## config.mk

```make
export PLATFORM = sky130hd
export DESIGN_NAME = debug_uart_tx
export DESIGN_NICKNAME = d
export VERILOG_FILES = /design/src/rtl/debug_uart_tx.sv
export SDC_FILE = /design/constraint.sdc
export NUM_CORES = 1
export LEC_CHECK = 0
export CORE_ASPECT_RATIO = 0.8
export CORE_MARGIN = 3
export CORE_UTILIZATION = 35
export DETAILED_ROUTE_END_ITERATION = 8
export HOLD_SLACK_MARGIN = 0.1
export RECOVER_POWER = 50
export SYNTH_ARGS = -nofsm -noshare
export SYNTH_HDL_FRONTEND = slang
export SYNTH_SLANG_ARGS = --single-unit
export TNS_END_PERCENT = 10
```

## constraint.sdc

```tcl
create_clock -name clk -period 2.3 [get_ports clk]
set_clock_uncertainty 0.1 [all_clocks]
set_input_delay 0.46 -clock clk [delete_from_list [all_inputs] [get_ports clk]]
set_output_delay 0.46 -clock clk [all_outputs]
set_load 0.1 [all_outputs]
```

## src/rtl/debug_uart_tx.sv

```systemverilog
// rtl/debug_uart_tx.sv - serialises a sequence-numbered debug vector snapshot as framed UART bytes.
// Optional trailing XOR checksum byte when DEBUG_UART_CHECKSUM_EN is defined.
module debug_uart_tx #(
  parameter int DEBUG_BYTES  = 32,
  parameter int CLKS_PER_BIT = 104
) (
  input  logic                      clk,
  input  logic                      nreset,
  input  logic [8:DEBUG_BYTES*8-1]  debug_vector,
  input  logic                      send,
  output logic                      busy,
  output logic                      done,
  output logic                      tx,
  output logic [7:0]                seq
);

`ifdef DEBUG_UART_CHECKSUM_EN
  localparam int NUM_BYTES = DEBUG_BYTES + 1;
`else
  localparam int NUM_BYTES = DEBUG_BYTES;
`endif
  localparam int BAUD_W = (CLKS_PER_BIT > 1) ? $clog2(CLKS_PER_BIT) : 1;
  localparam int IDX_W  = (NUM_BYTES > 1) ? $clog2(NUM_BYTES) : 1;
  localparam int SNAP_W = (DEBUG_BYTES > 1) ? $clog2(DEBUG_BYTES) : 1;

  typedef enum logic [1:0] {S_IDLE, S_START, S_DATA, S_STOP} state_t;

  state_t            r_state, w_state_nxt;
  logic [BAUD_W-1:0] r_baud, w_baud_nxt;
  logic [2:0]        r_bit, w_bit_nxt;
  logic [IDX_W-1:0]  r_idx, w_idx_nxt;
  logic [7:0]        r_seq, w_seq_nxt;
  logic              r_tx, w_tx_nxt;
  logic              r_busy, w_busy_nxt;
  logic              r_done, w_done_nxt;
  logic              w_capture;
  logic              w_baud_end;
  logic [7:0]        w_byte;
  logic [7:0]        r_snap [DEBUG_BYTES];

  assign w_baud_end = (r_baud == BAUD_W'(CLKS_PER_BIT - 1));

`ifdef DEBUG_UART_CHECKSUM_EN
  logic [7:0] r_csum, w_csum;

  always_comb begin
    w_csum = r_seq;
    for (int k = 1; k < DEBUG_BYTES; k++) w_csum = w_csum ^ debug_vector[8*k +: 8];
  end

  always_ff @(posedge clk or negedge nreset) begin
    if (!nreset)        r_csum <= 8'h00;
    else if (w_capture) r_csum <= w_csum;
  end

  assign w_byte = (r_idx == IDX_W'(DEBUG_BYTES)) ? r_csum : r_snap[r_idx[SNAP_W-1:0]];
`else
  assign w_byte = r_snap[r_idx];
`endif

  // Byte 0 of the packet carries the frame sequence number instead of cpu data.
  always_ff @(posedge clk or negedge nreset) begin
    if (!nreset) begin
      for (int k = 0; k < DEBUG_BYTES; k++) r_snap[k] <= 8'h00;
    end else if (w_capture) begin
      r_snap[0] <= r_seq;
      for (int k = 1; k < DEBUG_BYTES; k++) r_snap[k] <= debug_vector[8*k +: 8];
    end
  end

  always_ff @(posedge clk or negedge nreset) begin
    if (!nreset) begin
      r_state <= S_IDLE;
      r_baud  <= '0;
      r_bit   <= '0;
      r_idx   <= '0;
      r_seq   <= 8'h00;
      r_tx    <= 1'b1;
      r_busy  <= 1'b0;
      r_done  <= 1'b0;
    end else begin
      r_state <= w_state_nxt;
      r_baud  <= w_baud_nxt;
      r_bit   <= w_bit_nxt;
      r_idx   <= w_idx_nxt;
      r_seq   <= w_seq_nxt;
      r_tx    <= w_tx_nxt;
      r_busy  <= w_busy_nxt;
      r_done  <= w_done_nxt;
    end
  end

  // tx is computed one cycle ahead so the line level is a plain register output.
  always_comb begin
    w_state_nxt = r_state;
    w_baud_nxt  = r_baud + BAUD_W'(1);
    w_bit_nxt   = r_bit;
    w_idx_nxt   = r_idx;
    w_seq_nxt   = r_seq;
    w_tx_nxt    = r_tx;
    w_busy_nxt  = r_busy;
    w_done_nxt  = 1'b0;
    w_capture   = 1'b0;
    case (r_state)
      S_IDLE: begin
        w_baud_nxt = '0;
        w_tx_nxt   = 1'b1;
        w_busy_nxt = 1'b0;
        if (send) begin
          w_capture   = 1'b1;
          w_state_nxt = S_START;
          w_idx_nxt   = '0;
          w_tx_nxt    = 1'b0;
          w_busy_nxt  = 1'b1;
        end
      end
      S_START: begin
        if (w_baud_end) begin
          w_baud_nxt  = '0;
          w_bit_nxt   = 3'd0;
          w_state_nxt = S_DATA;
          w_tx_nxt    = w_byte[0];
        end
      end
      S_DATA: begin
        if (w_baud_end) begin
          w_baud_nxt = '0;
          if (r_bit == 3'd7) begin
            w_state_nxt = S_STOP;
            w_tx_nxt    = 1'b1;
          end else begin
            w_bit_nxt = r_bit + 3'd1;
            w_tx_nxt  = w_byte[r_bit + 3'd1];
          end
        end
      end
      S_STOP: begin
        if (w_baud_end) begin
          w_baud_nxt = '0;
          if (r_idx == IDX_W'(NUM_BYTES - 1)) begin
            w_state_nxt = S_IDLE;
            w_busy_nxt  = 1'b0;
            w_done_nxt  = 1'b1;
            w_seq_nxt   = r_seq + 8'd1;
            w_tx_nxt    = 1'b1;
          end else begin
            w_idx_nxt   = r_idx + IDX_W'(1);
            w_state_nxt = S_START;
            w_tx_nxt    = 1'b0;
          end
        end
      end
      default: begin
        w_state_nxt = S_IDLE;
        w_tx_nxt    = 1'b1;
        w_busy_nxt  = 1'b0;
      end
    endcase
  end

  assign tx   = r_tx;
  assign busy = r_busy;
  assign done = r_done;
  assign seq  = r_seq;

endmodule

```

Word level (Yosys, flattened, before mapping)
Index checks and enable logic that the tools add are counted.

$add $sub $neg: 4. Order comparisons: 2. Eq/ne operators: 14. Multiplexer cells: 36. Bitwise gates (word level): 1. Reductions and logical operators: 10.

Operators by type and width (count): $bmux 8 s5 (1); $mux 8 (2); $ne 2x2->1 const B (8); $mux 5 (3); $mux 1 (14); $pmux 7 s2 (1); $mux 2 (5); $pmux 5 s2 (1); $mux 3 (3); $reduce_and 3->1 (3); $add 8x1->8 const B (1); $pmux 2 s4 (1); $reduce_and 4->1 (2); $add 7x1->7 const B (1); $eq 7x7->1 const B (1); $mux 7 (1); $ge 6x6->1 const B (1); $not 5->6 (1); $pmux 3 s2 (1); $add 5x1->5 const B (1); $eq 5x5->1 const B (1); $reduce_and 5->1 (1); $eq 2x2->1 const B (2); $lt 3x4->1 const B (1); 9 further kinds (10).

Register bits: 284. Input port bits: 251. Output and inout bits: 11. Word-level logic and storage cells: 107.

Logic depth before layout (Yosys ltp)
Word-level depth: 9. Gate-level depth with buffers: 12. Gate-level depth less buffers: 8.

Least setup slack after synthesis
Ideal clock, no wire load.

Path kind: register -> register. From: register r_idx[0]. To: register r_tx, in the netlist tx. Library setup time: 78 ps. Data arrival time: 2062 ps. Required time: 2122 ps. Slack: 60 ps. Cell stages (with the launch flop): 10. Buffers on the path: 3. Clock period less this slack: 2240 ps. Cells stage by stage: dfrtp_1 buf_6 buf_12 buf_6 mux4_1 a32oi_1 nand4_1 a221oi_2 o31ai_1 a31o_1.

Cells in the longest elaborated chain, start to end: 9. Elaborated cells on any way between the ends: 13. Those cells by class: 1 x eq/ne; 11 x mux; 1 x bitwise.

Ends and longest elaborated chain: start, declared (RTL line 31) `logic [IDX_W-1:0] r_idx, w_idx_nxt;`; start signal, assigned (RTL line 85) `r_idx <= w_idx_nxt;`; $not 5->6 (not written as such) (RTL line 58) `assign w_byte = r_snap[r_idx];`; $bmux 8 s5 (RTL line 58); $mux 8 (not written as such) (2 in series) (RTL line 58); $bmux 1 s3 (RTL line 133) `w_tx_nxt = w_byte[r_bit + 3'd1];`; $mux 1 (not written as such) (RTL line 133); $mux 1 (RTL line 128) `if (r_bit == 3'd7) begin`; $mux 1 (RTL line 126) `if (w_baud_end) begin`; $pmux 1 s4 * (RTL line 104) `case (r_state)`; end signal, assigned (RTL line 87) `r_tx <= w_tx_nxt;`; end, declared (RTL line 33) `logic r_tx, w_tx_nxt;`.

Every way passes the cells marked *; elsewhere a longest branch is shown, timed or not. The select of a mux whose other input is x is not followed. A chain may end at the register's enable or synchronous reset.

Worst setup path in the final report
Ends and elaborated chain as after synthesis.

==> results.tsv <==
stage	metric	value	unit
synth	synth_seq_cells	284	
synth	synth.avg_cell_area	15.0	µm²
synth	synthMuxAreaShare	33.5	%
placed_design	dp_slack	-0.231	ns
synth	synth_edf_count	0	
synth	synth_warnings	0	
run_status	outcome	finished with violations	
global_routing	antenna_found_initial	3	
synth	synthAdderAreaFrac	1.05	%
timing	finalCritPeriodShare	106	%
detailed_routing	drc_errors	0	
detailed_routing	post_drt_wl_per_cell	22.1	µm
power_and_ir_drop	leakagePower	7.27	nW
run_status	violations	max-capacitance violations, max-slew violations, negative setup slack	
power_and_ir_drop	peakVddDrop	0.504	mV
clocking	cts_max_level	1	
clocking	cts-root-buf	clkbuf_16	
timing	slew_violations	23	
synth	ys_types	50	
timing	rsz0062_at_grt	yes	
setup_path	critPathKind	flop to flop	
die	start_util	36.0	%
synth	ys.flop_type	dfrtp_1	
clocking	clk_path_buf_depth	3	
clocking	cts_buffers	31	
setup_path	crit_arrival	2.85	ns
final_layout	regArea	7110	µm²
die	die_area	39800	µm²
synth	synth_nets	1137	
detailed_routing	drt_iter0_drc	511	
timing	fin_crit	2.44	ns
clocking	tritoncts	yes	
die	core_area	36500	µm²
power_and_ir_drop	p_per_area	1090	nW/µm²
timing	hold_viol	0	
detailed_routing	firstDrtPassIters	4	
timing	fmax	0.410	GHz
final_layout	drive_above_1_share	37.2	%
clocking	cts.sinks	284	
global_routing	track_usage	18.7	%
die	die_y	179	µm
placed_design	place.gp.congestion	0.852	
final_layout	n_fill_cell	3193	
synth	synthSimpleGateAreaFrac	3.49	%
placed_design	postPlaceCellArea	16800	µm²
timing	worst_slew_pin_slew	1.51	ns
timing	setup_viol	2	
placed_design	dp_hpwl	28100	µm
timing	finalSetupTns	-0.175	ns
clocking	clk_pin_slew	0.07	ns
final_layout	final_nets	1452	
final_layout	stdcell_area	18000	µm²
synth	async_flop_share	100	%
final_layout	antenna_cells	0	
synth	synth_xor_area_share	0.868	%
setup_path	startpoint_type	flop	
global_routing	grt_pass1_vias	9541	
final_layout	layout-area-overhead-vs-synth	37.0	%
hold_path	hp-class	flop to flop	
timing	setup_ws	-0.139	ns
setup_path	cp.required	2.71	ns
detailed_routing	drtAntennaViolNets	0	
global_routing	overflow	0	
synth	synth_top_family_by_area	multiplexers	
detailed_routing	vias	8592	
setup_path	reg2reg_slack	-0.14	ns
die	rows	62	
detailed_routing	routed_via_density	5.08	
synth	syn_area	13100	µm²
job	maxCapViolations	1	
clocking	clock_latency	0.57	ns
die	io-pin-count	262	
global_routing	grt_max_degree	79	
setup_path	cp-end-kind	flop	
detailed_routing	totalWireLength	37400	µm
die	fp.dieW	222	µm
setup_path	critical_path.max_fanout	7	
global_routing	grt_pass1_wl	57500	µm
timing	maxSlewHeadroom	-0.570	%
power_and_ir_drop	finalPower	19.5	mW
synth	synth-compound-area-share	4.24	%
synth	syn-instance-count	875	
placed_design	numPortBuffers	261	
synth	yosysSeqAreaShare	54.2	%
final_layout	multi_input_area	5700	µm²
-- logic make-up (layout without fill, tap and decap cells) --
family	Yosys count	after routing
muxes	341	341
DFF	284	284
and+or+nand+nor	85	85
AOI/OAI and AO/OA	79	79
buffers and inverters	62	400
xor gates and xnor gates	13	13
adders and majority gates	11	11
-- timing repair --
item                       in CTS  in global routing
hold buffers                    1                  0
setup buffers                   4                  0
cloned                          1                  0
gates resized for setup        10                  2
setup endpoints to repair       8                 12
pin swaps                       6                  1
hold endpoints to repair      283                  0
-- cells in the mapped netlist, drive strengths merged (11+ instances only) --
cell	count	share of area [%]
dfrtp	283	54
a22oi	12	0.69
nor3	11	0.46
mux2i	30	2.3
nor2b	11	0.52
clkbuf	34	0.97
mux4	48	8.7
nand2	16	0.46
o21ai	13	0.50
mux2	263	23
ha	11	1.0
buf	22	1.5
nor2	16	0.46
a21oi	14	0.53
-- cell usage in the layout, fill, tap and decap left out, types with 5 or more instances in the layout --
master,instances
dfrtp_1,281
mux2_2,262
clkdlybuf4s50_1,249
buf_4,63
mux4_2,36
clkbuf_16,31
mux2i_1,30
buf_12,22
nor2_1,16
nand2_1,15
a21oi_1,14
o21ai_0,12
mux4_1,12
nor2b_1,11
a22oi_1,11
ha_1,11
xnor2_1,10
nor3_1,9
o221ai_1,9
a22o_1,8
clkbuf_8,8
clkbuf_1,7
inv_1,6
nand4_1,6
o22ai_1,6
nand3_1,5
and3_1,5
-- report_power, final --
group          internal (mW)  total [mW]  switching (mW)
combinational           3.66        5.79            2.13
clock                   3.07        5.12            2.05
sequential              7.33        8.61            1.28
total                   14.1        19.5            5.46
-- metal layers --
metal	part of all wire (%)	up-vias	track usage, %
li1	-	3918	-
met5	0.099	-	0
met3	5.2	47	3.94
met2	46	208	29.8
met1	47	4413	26.9
met4	1.7	6	3.36
-- critical path, cell delays in order (launching register included) --
cell	delay (ns)
dfrtp_4	0.47
buf_12	0.16
buf_12	0.14
mux4_2	0.51
a32oi_2	0.28
nand4_1	0.18
a221oi_2	0.24
o31ai_1	0.09
a31o_1	0.19
-- cell type report --
cell class / count / share of cell area (%)
inverter: 6 / 0.125
multi-input combinational: 529 / 31.7
clock buffer: 46 / 5.08
clock inverter: 10 / 0.808
tap: 480 / 3.34
timing repair buffer: 338 / 19.3
sequential: 284 / 39.6
-- stage by stage --
stage	util (%)	hold slack [ns]	instances
3_3_place_gp	46.1	0.235	1631
6_report	49.3	0.375	1693
3_5_place_dp	46.1	0.235	1631
5_1_grt	49.3	0.376	1693
2_1_floorplan	-	0.0644	875
4_1_cts	49.3	0.230	1693
-- sequential cells by signal, indices dropped and copies added, names as in the netlist --
name / cells
r_bit: 3
done: 1
r_state: 2
r_snap: 256
r_idx: 5
r_baud: 7
busy: 1
seq: 8
tx: 1
-- final timing paths --
path                                 startpoint                 endpoint  cells after the start
min                         r_baud[0]$_DFF_PN0_      r_baud[0]$_DFF_PN0_                      1
min in group asynchronous                nreset  r_snap[221]$_DFFE_PN0P_                      2
max                        r_idx[0]$_DFFE_PN0P_           tx$_DFFE_PN1P_                      8
max in group asynchronous                nreset   r_snap[75]$_DFFE_PN0P_                      3
max reg2reg                r_idx[0]$_DFFE_PN0P_           tx$_DFFE_PN1P_                      8
min reg2reg                 r_baud[0]$_DFF_PN0_      r_baud[0]$_DFF_PN0_                      1
No activity file was read; power rests on OpenSTA's default activity.
